`src/rtl/formula_chk_pkg.sv`:
```
// Shared types and constants for the formula sweep checker.
// No logic of its own; the LFSR tap helper is evaluated at elaboration time.
// No flow control; constants only.
package formula_chk_pkg;

    typedef enum logic [1:0] {
        IDLE  = 2'd0,
        RUN   = 2'd1,
        DRAIN = 2'd2,
        DONE  = 2'd3
    } chk_state_t;

    localparam int DEF_N_IN       = 31;
    localparam int DEF_SAMPLE_LAT = 1;
    localparam int DEF_CNT_W      = 32;
    localparam int SAMPLE_LAT_MAX = 8;

    // Fibonacci tap mask: bit (t-1) set for tap t, i.e. x^31 + x^28 + 1
    localparam logic [30:0] LFSR_TAPS_31 = 31'h4800_0000;

    // Tap mask for a given vector width. Widths listed are maximal-length;
    // anything else falls back to the top two bits (not maximal).
    function automatic logic [63:0] lfsr_taps(input int n);
        logic [63:0] t;
        case (n)
            3:       t = 64'h6;
            4:       t = 64'hC;
            5:       t = 64'h14;
            6:       t = 64'h30;
            7:       t = 64'h60;
            8:       t = 64'hB8;
            31:      t = {33'd0, LFSR_TAPS_31};
            default: t = (64'd1 << (n - 1)) | (64'd1 << (n - 2));
        endcase
        return t;
    endfunction

endpackage

```
`src/rtl/chk_stim_gen.sv`:
```
// Assignment generator: binary counter or Fibonacci LFSR over N_IN bits.
// Latency: load/step take effect on vec at the next clock edge.
// No backpressure; the caller decides when to step.
module chk_stim_gen
    import formula_chk_pkg::*;
#(
    parameter int N_IN = DEF_N_IN
) (
    input  logic            clk,
    input  logic            rst,
    input  logic            load,
    input  logic            step,
    input  logic            mode,
    input  logic [N_IN-1:0] seed,
    output logic [N_IN-1:0] vec
);

    localparam logic [N_IN-1:0] TAPS = N_IN'(lfsr_taps(N_IN));

    logic mode_q;
    logic fb;

    // Feedback bit is the parity of the tapped state bits
    always_comb begin
        fb = ^(vec & TAPS);
    end

    // Load picks the mode and start point; step advances by one assignment
    always_ff @(posedge clk) begin
        if (rst) begin
            vec    <= '0;
            mode_q <= 1'b0;
        end else if (load) begin
            mode_q <= mode;
            if (mode) begin
                // An all-zero seed would lock the LFSR, so substitute 1
                vec <= (seed == '0) ? N_IN'(1) : seed;
            end else begin
                vec <= '0;
            end
        end else if (step) begin
            vec <= mode_q ? {vec[N_IN-2:0], fb} : vec + N_IN'(1);
        end
    end

endmodule

```
`config.mk`:
```
export PLATFORM = sky130hd
export DESIGN_NAME = chk_stim_gen
export DESIGN_NICKNAME = d
export VERILOG_FILES = /design/src/rtl/formula_chk_pkg.sv /design/src/rtl/chk_stim_gen.sv
export SDC_FILE = /design/constraint.sdc
export NUM_CORES = 1
export LEC_CHECK = 0
export ABC_CLOCK_PERIOD_IN_PS = 2100
export BUFFER_PORTS_ARGS = -buffer_cell sky130_fd_sc_hd__buf_2
export CORE_ASPECT_RATIO = 0.9
export CORE_MARGIN = 4
export CORE_UTILIZATION = 25
export CTS_CLUSTER_DIAMETER = 60
export DETAILED_ROUTE_END_ITERATION = 10
export PLACE_DENSITY = 0.52
export SLEW_MARGIN = 40
export SYNTH_ARGS = -nofsm -noshare
export SYNTH_HDL_FRONTEND = slang
export SYNTH_SLANG_ARGS = --single-unit
```
`constraint.sdc`:
```
create_clock -name clk -period 2.1 [get_ports clk]
set_input_delay 0.42 -clock clk [delete_from_list [all_inputs] [get_ports clk]]
set_output_delay 0.42 -clock clk [all_outputs]
set_load 0.05 [all_outputs]
```
; ---- Word-level counts from Yosys, hierarchy flattened
; Cells that the tools add are included.
[classes]
add_sub_neg = 1
n_mul = 0
div = 0
order_cmp = 0
n_eq_ne = 0
n_shift = 0
mux = 5
bitwise = 0
reduce_logical = 3
[op_table]
columns = cell, count
row1 = $mux W31, 5
row2 = $add A31 B1 Y31 const B, 1
row3 = $logic_not A31 Y1, 1
row4 = $reduce_xor A31 Y1, 1
row5 = $reduce_bool A2 Y1, 1
[totals]
reg_bits = 32
latch_bits = 0
ramBits = 0
mem_bits_ro = 0
input_bits = 36
n_memories = 0

; ---- Depth between registers and ports, before layout
[logic_depth]
word_depth = 4
ltp_mapped = 8
ltp_nobuf = 7

; ---- Worst setup path before layout
; OpenSTA, ideal clock, no wires.
[synth_path]
kind = reg-to-reg
from = register vec[0]
to = register vec[30]
arrival_time_ns = 2.210
path_slack_ns = -0.187
path_stages_with_launch = 9
n_path_buf = 1
synth_period_minus_slack_ns = 2.287
cell_sequence = dfxtp_1 ha_1 and4_1 buf_4 nand4_4 nor2_4 nand3_1 mux2_4 a41oi_2
[synth_between]
elab_chain_cells = 4
[synth_rtl]
columns = element, line
row1 = start: declaration, chk_stim_gen.sv:15  ; output logic [N_IN-1:0] vec
row2 = start signal: assignment, chk_stim_gen.sv:37  ; vec <= (seed == '0) ? N_IN'(1) : seed;
row3 = start signal: assignment, chk_stim_gen.sv:42  ; vec <= mode_q ? {vec[N_IN-2:0], fb} : vec + N_IN'(1);
row4 = $add A31 B1 Y31, chk_stim_gen.sv:42
row5 = $mux W31, chk_stim_gen.sv:42
row6 = $mux W31, chk_stim_gen.sv:41  ; end else if (step) begin
row7 = $mux W31, chk_stim_gen.sv:33  ; end else if (load) begin
; Every way passes these cells. The select of a mux whose other input is x is not followed.
; A chain may end at the register's enable or synchronous reset.

; ---- Worst setup path after layout
[layout_path]
from = register vec[1]
to = register vec[30]
; Same word-level chain as after synthesis.

==> metrics.txt <==
synthesized area=0.00252 mm2; Die Width=114 um; DR vias=3105; first-pass GRT wire length=15600 um; crit-path max FO=8; Syn Area/Cell=7.22 um2; total global-route track usage=16.9%; vias in the first global route=2891; area share of the largest cell type after synthesis=25.4%; port buffer count=66; final period utilization=95.1%; layout overhead on the synthesized area=28.8%; Rows=34; Fin Setup TNS=0 ns; Pins Over Slew Limit=0; DR pass1 iterations=5; Peak Freq=501 MHz; Slew HR=63.1%; pin count of the biggest net entering global routing=29; final setup fails=0; worst hold path type=input pin to flop; crit path buf inv count=0; Lkg Pwr=0.00140 uW; Crit Path Class=flop to flop; Synth Area in Simple Gates=30.2%; top-count cell post-synth=nand2_1; TritonCTS Sinks=32; n_diodes=0; Tightest Pin Transition=0.553 ns; Final WS setup=0.103 ns; worst slack, placed=-0.0279 ns; post-synthesis mux area share=3.77%; Max Cap Viol=0; most frequent cells after synthesis=44 x nand2_1, 32 x dfxtp_1, 31 x nor2_1; power density over the cells=543 mW/mm2; ranking of synthesized cells by area=dfxtp_1 25%, nand2_1 6.6%, a21oi_1 5.8%; post-synth top area cell=dfxtp_1; Post-route DRC=0; Crit. path cell count=7; Compound-Gate Fraction of Synth Area=31.0%; antenna violations before repair=0; H-tree levels=2; initial core utilization=25.9%; GPL Wtd Cong=0.880; # fillers=1072; die footprint=0.0118 mm2; sequential area share after synthesis=25.4%; crit-path cells=ha_1, and4_4, nand4_4, nor2_4, nand3_1, mux2_4, a41oi_2; R2R cell count=7; initial drt markers=284; Critical Path RT=2.31 ns; predominant post-synthesis flop cell=dfxtp_1; Syn Inst Count=349; CP max-delay cell=dfxtp_2; Peak VDD IR=0.000245 V; status=finished, final reports clean; Setup crit start kind=flop; hold depth=3; clk_skew=0.00345 ns; Post-synth EDFFs=0; Max stage delay on crit path=0.39 ns; post-route ant nets=0; RSZ-0062 raised after global routing=false; Arrival @ worst endpoint=2.21 ns; TritonCTS clock tree=done; layout cells sized above 1=29.6%; # IOs=67; TritonCTS Buffers=5; DR vias/cell=5.64; Tmin final=2.00 ns; FF+latch area=644 um2; largest family of logic cells by synthesized area=compound AO/OA/AOI/OAI gates; Yosys reg bits=32; Post-CTS Hold Fix Bufs=0; crit-path leading delay family=simple AND/OR/NAND/NOR gates; dpl hpwl=7370 um; Nets=464; CORE AREA=0.00974 mm2; Ys Warns=0; Remaining Overflow, GRT=0; Clk pin slew, worst setup/hold paths=0.07 ns; distinct cell type count after synthesis=62; Setup crit end kind=flop; fraction of the mapped netlist area in adder cells=0.496%; syn nets=386; Final Hold Fails=0; Chip Height=103 um; xor/xnor share of the synthesized area=2.78%; clk buf depth=2; multi-input logic area=0.00172 mm2; clk_lat worst skew=0.28 ns; Async SR Flop Fraction=0%; average wire per standard cell=18.3 um; Total Wirelength=10100 um; CTS Root Cell=clkbuf_8; R2R setup slack=0.10 ns
-- cell type report --
| class | instances | area share (%) |
|---|---|---|
| Inverter | 9 | 1.04 |
| Clock buffer | 5 | 2.12 |
| Tap cell | 126 | 4.86 |
| Multi-Input combinational cell | 278 | 53.1 |
| Sequential cell | 32 | 19.8 |
| Timing Repair Buffer | 101 | 19.0 |
-- layout by cell type (no fill, tap or decap), drive strengths merged, types with 8 or more instances in the layout --
cell,synthesis,layout
a21oi,29,29
inv,8,8
a211oi,10,10
o21ai,13,13
a21o,8,8
nand2,44,44
nor4,8,8
and3,9,9
nor2,33,33
a221oi,9,9
nand3,15,15
buf,10,101
dfxtp,32,32
nand4,12,12
mux2i,8,8
nor3,15,15
-- state kept, by name (all words and copies together), names as in the netlist --
name	count
vec	31
mode_q	1
-- through the flow --
step / area [um2] / cells / power (uW) / hold WS, ns / utilization [%]
after floorplan: 2520 / 349 / 1100 / 0.561 / -
after global routing: 3250 / 551 / 1850 / 0.414 / 33.3
after CTS: 3220 / 548 / 1770 / 0.414 / 33.1
after global placement: 3150 / 543 / 1310 / 0.529 / 32.4
final: 3250 / 551 / 1760 / 0.418 / 33.3
after detailed placement: 3150 / 543 / 1320 / 0.537 / 32.4
-- layer usage --
metal | wire (um) | share of wire, % | up-vias | track usage, %
li1 | - | - | 1471 | -
met1 | 4750 | 47 | 1478 | 24.4
met2 | 4370 | 43 | 141 | 25.3
met3 | 802 | 8.0 | 15 | 3.66
met4 | 154 | 1.5 | 0 | 5.11
met5 | 0 | 0 | - | 0
-- worst register-to-register path: stages, from the launching register on --
cell and delay [ns]:
dfxtp_2 0.39, ha_1 0.22, and4_4 0.29, nand4_4 0.20, nor2_4 0.19, nand3_1 0.14
mux2_4 0.33, a41oi_2 0.17
-- what timing repair did --
action	in CTS	in global routing
pin swaps	0	1
gates cloned	0	0
gates resized for setup	1	1
setup buffers	0	3
endpoints found under the setup margin	1	3
-- cells by family after synthesis --
| group | after synthesis |
|---|---|
| multiplexers | 9 |
| XOR/XNOR | 8 |
| flip-flops | 32 |
| adder cells (fa/ha/maj) | 1 |
| buffers and inverters | 39 |
| AO/OA/AOI/OAI | 111 |
| AND/OR/NAND/NOR | 149 |
-- power breakdown --
part           internal (uW)  leakage, uW  switching, uW
registers                651     0.000265           52.3
logic                    206      0.00110            399
clock network            214    0.0000359            240
total                   1070      0.00140            692
-- path summary, 6_finish.rpt --
kind / from / end
max: vec[1]$_SDFFE_PP0P_ / vec[30]$_SDFFE_PP0P_
min: seed[9] / vec[9]$_SDFFE_PP0P_
max reg2reg: vec[1]$_SDFFE_PP0P_ / vec[30]$_SDFFE_PP0P_
min reg2reg: vec[26]$_SDFFE_PP0P_ / vec[26]$_SDFFE_PP0P_
Note: power is estimated with default switching activity, not from simulation.
